$ cat src/rtl/capture_sequencer.sv
// ADC-to-buffer stream router with a SYSREF-aligned, delayed,
// fixed-length capture burst sequencer for the PL capture buffers.
module capture_sequencer #(
  parameter int NADC       = 8,
  parameter int NBUF       = 4,
  parameter int DATA_WIDTH = 128,
  parameter int SEL_BITS   = 3,
  parameter int LEN_BITS   = 16,
  parameter int DLY_BITS   = 16
) (
  input  logic                         aclk,
  input  logic                         aresetn,
  input  logic                         capture_i,
  input  logic                         sysref_i,
  input  logic                         align_en_i,
  input  logic [NBUF-1:0]              buf_en_i,
  input  logic [NBUF*SEL_BITS-1:0]     chan_sel_i,
  input  logic [DLY_BITS-1:0]          delay_i,
  input  logic [LEN_BITS-1:0]          length_i,
  input  logic [NADC*DATA_WIDTH-1:0]   adc_tdata_i,
  output logic [NBUF*DATA_WIDTH-1:0]   buf_tdata_o,
  output logic [NBUF-1:0]              buf_tvalid_o,
  input  logic [NBUF-1:0]              buf_tready_i,
  output logic                         busy_o,
  output logic                         done_o,
  output logic                         overflow_o
);

  typedef enum logic [2:0] {
    S_IDLE,
    S_ALIGN,
    S_DELAY,
    S_CAPTURE,
    S_DONE
  } state_t;

  state_t r_state;
  state_t w_nx;

  (* ASYNC_REG = "TRUE" *) logic r_cap_s1;
  (* ASYNC_REG = "TRUE" *) logic r_cap_s2;
  logic r_cap_s3;
  logic r_sr_q;
  logic r_sr_qq;
  logic w_start;
  logic w_rise;
  logic w_idle;

  logic [NBUF-1:0]          r_en;
  logic [NBUF-1:0]          w_en;
  logic [NBUF-1:0]          r_tvalid;
  logic [NBUF*SEL_BITS-1:0] r_sel;
  logic [NBUF*SEL_BITS-1:0] w_sel;
  logic [DLY_BITS-1:0]      r_dly;
  logic [DLY_BITS-1:0]      w_dly;
  logic [DLY_BITS-1:0]      r_cnt;
  logic [LEN_BITS-1:0]      r_len;
  logic [LEN_BITS-1:0]      w_len;
  logic [LEN_BITS-1:0]      r_beat;
  logic                     r_busy;
  logic                     r_done;
  logic                     r_ovf;

  logic [DATA_WIDTH-1:0] w_adc   [NADC];
  logic [SEL_BITS-1:0]   w_ch    [NBUF];
  logic [DATA_WIDTH-1:0] r_tdata [NBUF];

  function automatic state_t f_arm(
    input logic [DLY_BITS-1:0] d,
    input logic [LEN_BITS-1:0] l
  );
    if (d != '0)      return S_DELAY;
    else if (l != '0) return S_CAPTURE;
    else              return S_DONE;
  endfunction

  assign w_start = r_cap_s2 & ~r_cap_s3;
  assign w_rise  = r_sr_q & ~r_sr_qq;
  assign w_idle  = (r_state == S_IDLE);

  // In IDLE the live inputs are what gets latched on a start event
  assign w_en  = w_idle ? buf_en_i   : r_en;
  assign w_sel = w_idle ? chan_sel_i : r_sel;
  assign w_dly = w_idle ? delay_i    : r_dly;
  assign w_len = w_idle ? length_i   : r_len;

  for (genvar n = 0; n < NADC; n++) begin : g_adc
    assign w_adc[n] = adc_tdata_i[n*DATA_WIDTH +: DATA_WIDTH];
  end

  for (genvar b = 0; b < NBUF; b++) begin : g_buf
    assign buf_tdata_o[b*DATA_WIDTH +: DATA_WIDTH] = r_tdata[b];
  end

  always_comb begin
    for (int b = 0; b < NBUF; b++) begin
      w_ch[b] = w_sel[b*SEL_BITS +: SEL_BITS];
      if (int'(w_ch[b]) >= NADC) w_ch[b] = '0;
    end
  end

  always_comb begin
    w_nx = r_state;
    unique case (r_state)
      S_IDLE:
        if (w_start)
          w_nx = align_en_i ? S_ALIGN : f_arm(w_dly, w_len);
      S_ALIGN:
        if (w_rise) w_nx = f_arm(w_dly, w_len);
      S_DELAY:
        if (r_cnt == DLY_BITS'(1))
          w_nx = (r_len != '0) ? S_CAPTURE : S_DONE;
      S_CAPTURE:
        if (r_beat == r_len - LEN_BITS'(1)) w_nx = S_DONE;
      S_DONE:
        w_nx = S_IDLE;
      default:
        w_nx = S_IDLE;
    endcase
  end

  always_ff @(posedge aclk) begin
    if (!aresetn) begin
      r_state  <= S_IDLE;
      r_cap_s1 <= 1'b0;
      r_cap_s2 <= 1'b0;
      r_cap_s3 <= 1'b0;
      r_sr_q   <= 1'b0;
      r_sr_qq  <= 1'b0;
      r_en     <= '0;
      r_sel    <= '0;
      r_dly    <= '0;
      r_len    <= '0;
      r_cnt    <= '0;
      r_beat   <= '0;
      r_tvalid <= '0;
      r_busy   <= 1'b0;
      r_done   <= 1'b0;
      r_ovf    <= 1'b0;
      for (int b = 0; b < NBUF; b++) r_tdata[b] <= '0;
    end else begin
      r_cap_s1 <= capture_i;
      r_cap_s2 <= r_cap_s1;
      r_cap_s3 <= r_cap_s2;
      r_sr_q   <= sysref_i;
      r_sr_qq  <= r_sr_q;

      r_state  <= w_nx;
      r_busy   <= (w_nx != S_IDLE);
      r_done   <= (w_nx == S_DONE);
      r_tvalid <= (w_nx == S_CAPTURE) ? w_en : '0;

      if (w_idle && w_start) begin
        r_en  <= buf_en_i;
        r_sel <= chan_sel_i;
        r_dly <= delay_i;
        r_len <= length_i;
      end

      // Data cannot stall: a refused beat is simply lost and flagged
      if (w_idle && w_start)
        r_ovf <= 1'b0;
      else if (|(r_tvalid & ~buf_tready_i))
        r_ovf <= 1'b1;

      if (w_nx == S_DELAY && r_state != S_DELAY)
        r_cnt <= w_dly;
      else if (r_state == S_DELAY)
        r_cnt <= r_cnt - DLY_BITS'(1);

      r_beat <= (r_state == S_CAPTURE) ? r_beat + LEN_BITS'(1) : '0;

      for (int b = 0; b < NBUF; b++) r_tdata[b] <= w_adc[w_ch[b]];
    end
  end

  assign buf_tvalid_o = r_tvalid;
  assign busy_o       = r_busy;
  assign done_o       = r_done;
  assign overflow_o   = r_ovf;

endmodule

$ cat config.mk
export PLATFORM = sky130hd
export DESIGN_NAME = capture_sequencer
export DESIGN_NICKNAME = d
export VERILOG_FILES = /design/src/rtl/capture_sequencer.sv
export SDC_FILE = /design/constraint.sdc
export NUM_CORES = 2
export LEC_CHECK = 0
export BUFFER_PORTS_ARGS = -buffer_cell sky130_fd_sc_hd__buf_2
export CORE_AREA = 2 2 621 623
export CTS_CLUSTER_DIAMETER = 80
export DETAILED_ROUTE_END_ITERATION = 8
export DIE_AREA = 0 0 623 625
export PLACE_DENSITY_LB_ADDON = 0.2
export REMOVE_ABC_BUFFERS = 1
export SYNTH_ARGS = -nofsm -noshare
export SYNTH_HDL_FRONTEND = slang
export SYNTH_SLANG_ARGS = --single-unit
$ cat constraint.sdc
create_clock -name aclk -period 3.75 [get_ports aclk]
set_input_delay 0.1875 -clock aclk [delete_from_list [all_inputs] [get_ports aclk]]
set_output_delay 0.1875 -clock aclk [all_outputs]
set_load 0.03 [all_outputs]
==> results by group <==
Status
  • Outcome: finished clean

Synth
  • Yosys cell types: 64
  • Async SR Flop Fraction: 0
  • Seq/Total Area, Yosys: 0.227
  • Yosys reg bits: 607
  • Mapped Area: 53600 sq um
  • Number of synthesized flops with an enable pin: 0
  • Yosys warns: 0
  • Main flop type after synthesis: dfxtp_1
  • Syn_area_per_cell: 5.52 sq um
  • Cells after Synth: 9705

Clock tree
  • Sinks on Clock Net: 607
  • H-tree Lvls: 3
  • CTS max path bufs: 4
  • Root Driver: clkbuf_16
  • TritonCTS buffer count: 120
  • Skew-Pair Late Insertion Delay: 920 ps
  • CTS tree: yes
  • Worst-path clk slew: 60 ps

Routing
  • Drt total wl: 457000 microns
  • Vias per inst: 4.69
  • Wirelength per Cell: 25.0 microns
  • Post-route DRC: 0
  • Drt first pass iters: 8
  • 1st-iter DRT viols: 9103
  • ANT nets after route: 0
  • Vias: 85800

Placement
  • Port Buf Inserts: 1599
  • Post-detail-place hpwl: 347000 microns
  • Dpl cells: 16000
  • GP Congestion: 0.937

Pwr
  • Logic pwr share: 0.461
  • Cell-internal power: 20.5 mW
  • Clock share of power: 0.322
  • Total leakage power: 41.7 nW
  • Reg power frac: 0.216
  • Power per cell area: 385 nW/um^2
  • Sw Ratio: 0.433
  • Final total power: 36.1 mW
  • Net switching power: 15.7 mW
  • Worst VDD drop: 0.000414 V

Worst setup path
  • Worst stage delay on the critical path: 550 ps
  • Crit-path slowest cell: dlygate4sd3_1
  • Arr. time, crit path: 4400 ps
  • Worst setup EP type: flop
  • CP Max Fanout: 53
  • Crit path required time: 4490 ps
  • Critical path class: flop to flop
  • Critical-path cell list: nor3_4, buf_12, mux2i_4, buf_12, buf_4, nand2_1, nand3_1, dlygate4sd3_1, nand3_1, a21boi_0, buf_4
  • Critical Path Start Type: flop

Global route
  • Initial antenna violation count: 136
  • Global-route total usage across every layer: 0.222
  • Vias in the first global route: 82300
  • Global-route wire length before repair: 634000 microns
  • Largest net degree at the start of global routing: 92
  • Total gr overflow: 0

Hold path
  • Hold Crit Class: input port to flop

Floorplan
  • Die Width: 623 microns
  • Die Ht: 625 microns
  • Initial core utilization: 0.140
  • Die area: 389000 sq um
  • I/O pin total: 1600
  • Row Count: 228
  • Area of the core: 384000 sq um

STA
  • Final Slew Violations: 0
  • Max-slew headroom: 0.506
  • Tmin final: 3660 ps
  • FMAX: 273 MHz
  • Hold Violations, Final: 0
  • Final Cycle Share: 0.976
  • Slew @ Worst Pin: 741 ps
  • Setup violators final: 0
  • Clock Skew: 158 ps

Layout
  • # nets final: 14100
  • Commonest non-fill, non-tap cell in the layout: nand2_1
  • Area growth from synthesis to layout: 75.0%
  • Most frequent cells in the layout: nand2_1 (4283), nand3_1 (3097), dlygate4sd3_1 (1900), buf_2 (1598), dfxtp_1 (607)
  • Share of post-route cells with drive strength above 1: 0.184
  • Final non-filler cell total: 18300

Run
  • MaxCap Viol Count: 0
==> timing repair <==
action	4_1_cts	5_1_grt
buffers inserted	0	3
gates resized for setup	0	6
setup endpoints to repair	0	87
hold buffers	1900	0
hold endpoints to repair	582	0
==> layout make-up <==
class | count | area [sq um]
clock buffer | 140 | 3160
inverter | 12 | 45.0
antenna | 110 | 275
sequential | 607 | 12200
fill | 43500 | 290000
multi-input combinational | 8210 | 37900
timing repair buffer | 4061 | 32900
tap | 5060 | 6330
clock inverter | 80 | 945
==> power by group through the flow <==
stage	Sequential [mW]	Clock [mW]	Combinational, mW
3_5_place_dp	7.98	0	13.9
4_1_cts	7.85	12.0	16.4
6_report	7.81	11.7	16.7
2_1_floorplan	8.99	0	9.33
5_1_grt	7.88	12.2	17.8
3_3_place_gp	7.99	0	13.9
==> sequential cells by signal, indices dropped and copies added, names as in the netlist, 3 cells and up <==
register and count:
buf_tvalid_o 4, r_beat 16, r_cnt 16, r_dly 16, r_en 4, r_len 16
r_sel 12, r_state 3, r_tdata 512
==> cells in the mapped netlist, drive strengths merged (4+ instances only) <==
library cell | number | area (sq um)
dfxtp | 607 | 12200
nand3 | 3097 | 15500
or3 | 7 | 58.8
mux2i | 16 | 160
nor4 | 22 | 165
xnor2 | 22 | 193
or4 | 4 | 33.8
nand2 | 4297 | 16100
ha | 4 | 50.1
inv | 12 | 45.0
nor3b | 4 | 30.0
and3 | 14 | 87.6
buf | 410 | 1930
nor2 | 40 | 150
nor3 | 16 | 113
a21boi | 565 | 4240
xor2 | 14 | 123
o21ai | 11 | 55.1
clkbuf | 466 | 1750
and2 | 8 | 50.1
o311a | 4 | 40.0
o22ai | 5 | 31.3
a21oi | 12 | 71.3
nand4 | 5 | 31.3
o21a | 4 | 30.0
==> through the flow <==
| stage | worst slack, ps | util | TNS (ps) | hold slack, ps | cell area, sq um |
|---|---|---|---|---|---|
| after floorplan | -18150 | - | -9327340 | 296 | 49900 |
| after detailed placement | 441 | 0.183 | 0 | 407 | 70300 |
| after CTS | 9.79 | 0.243 | 0 | 0.425 | 93400 |
| after global placement | 467 | 0.183 | 0 | 408 | 70300 |
| after global routing | -3.83 | 0.244 | -6.59 | 54.9 | 93700 |
| final | 88.8 | 0.244 | 0 | 64.6 | 93700 |
==> logic make-up (layout without fill, tap and decap cells) <==
group           count (synthesis)  in the layout  share of synthesized area
buf+inv                       888           4293                     0.0696
fa+ha+maj                       4              4                   0.000934
compound gates                627            627                     0.0876
mux                            17             17                    0.00320
flops                         607            607                      0.227
xor+xnor                       36             36                    0.00589
other cells                     0            110                          0
simple gates                 7526           7526                      0.606
==> worst max-delay path: cells and delay by family, from the launching register on <==
family	cells	cell delay, ps
buf+inv	5	1690
simple gates	4	510
flops	1	390
mux	1	330
compound gates	1	250
==> worst paths after layout <==
kind                        start              to  slack [ps]  depth (start not counted)
setup / recovery       r_state[0]  r_tdata[1][58]          90                         11
hold / removal    adc_tdata_i[97]  r_tdata[2][97]          60                          5
setup reg to reg       r_state[0]  r_tdata[1][58]          90                         11
hold reg to reg          r_cap_s1        r_cap_s2         440                          1
==> per-layer routing <==
metal,global-route usage,routed length [microns]
met4,0.143,33100
met2,0.354,204000
met3,0.0447,33900
met1,0.273,185000
met5,0,333
Power figures use the tool's default switching activity.
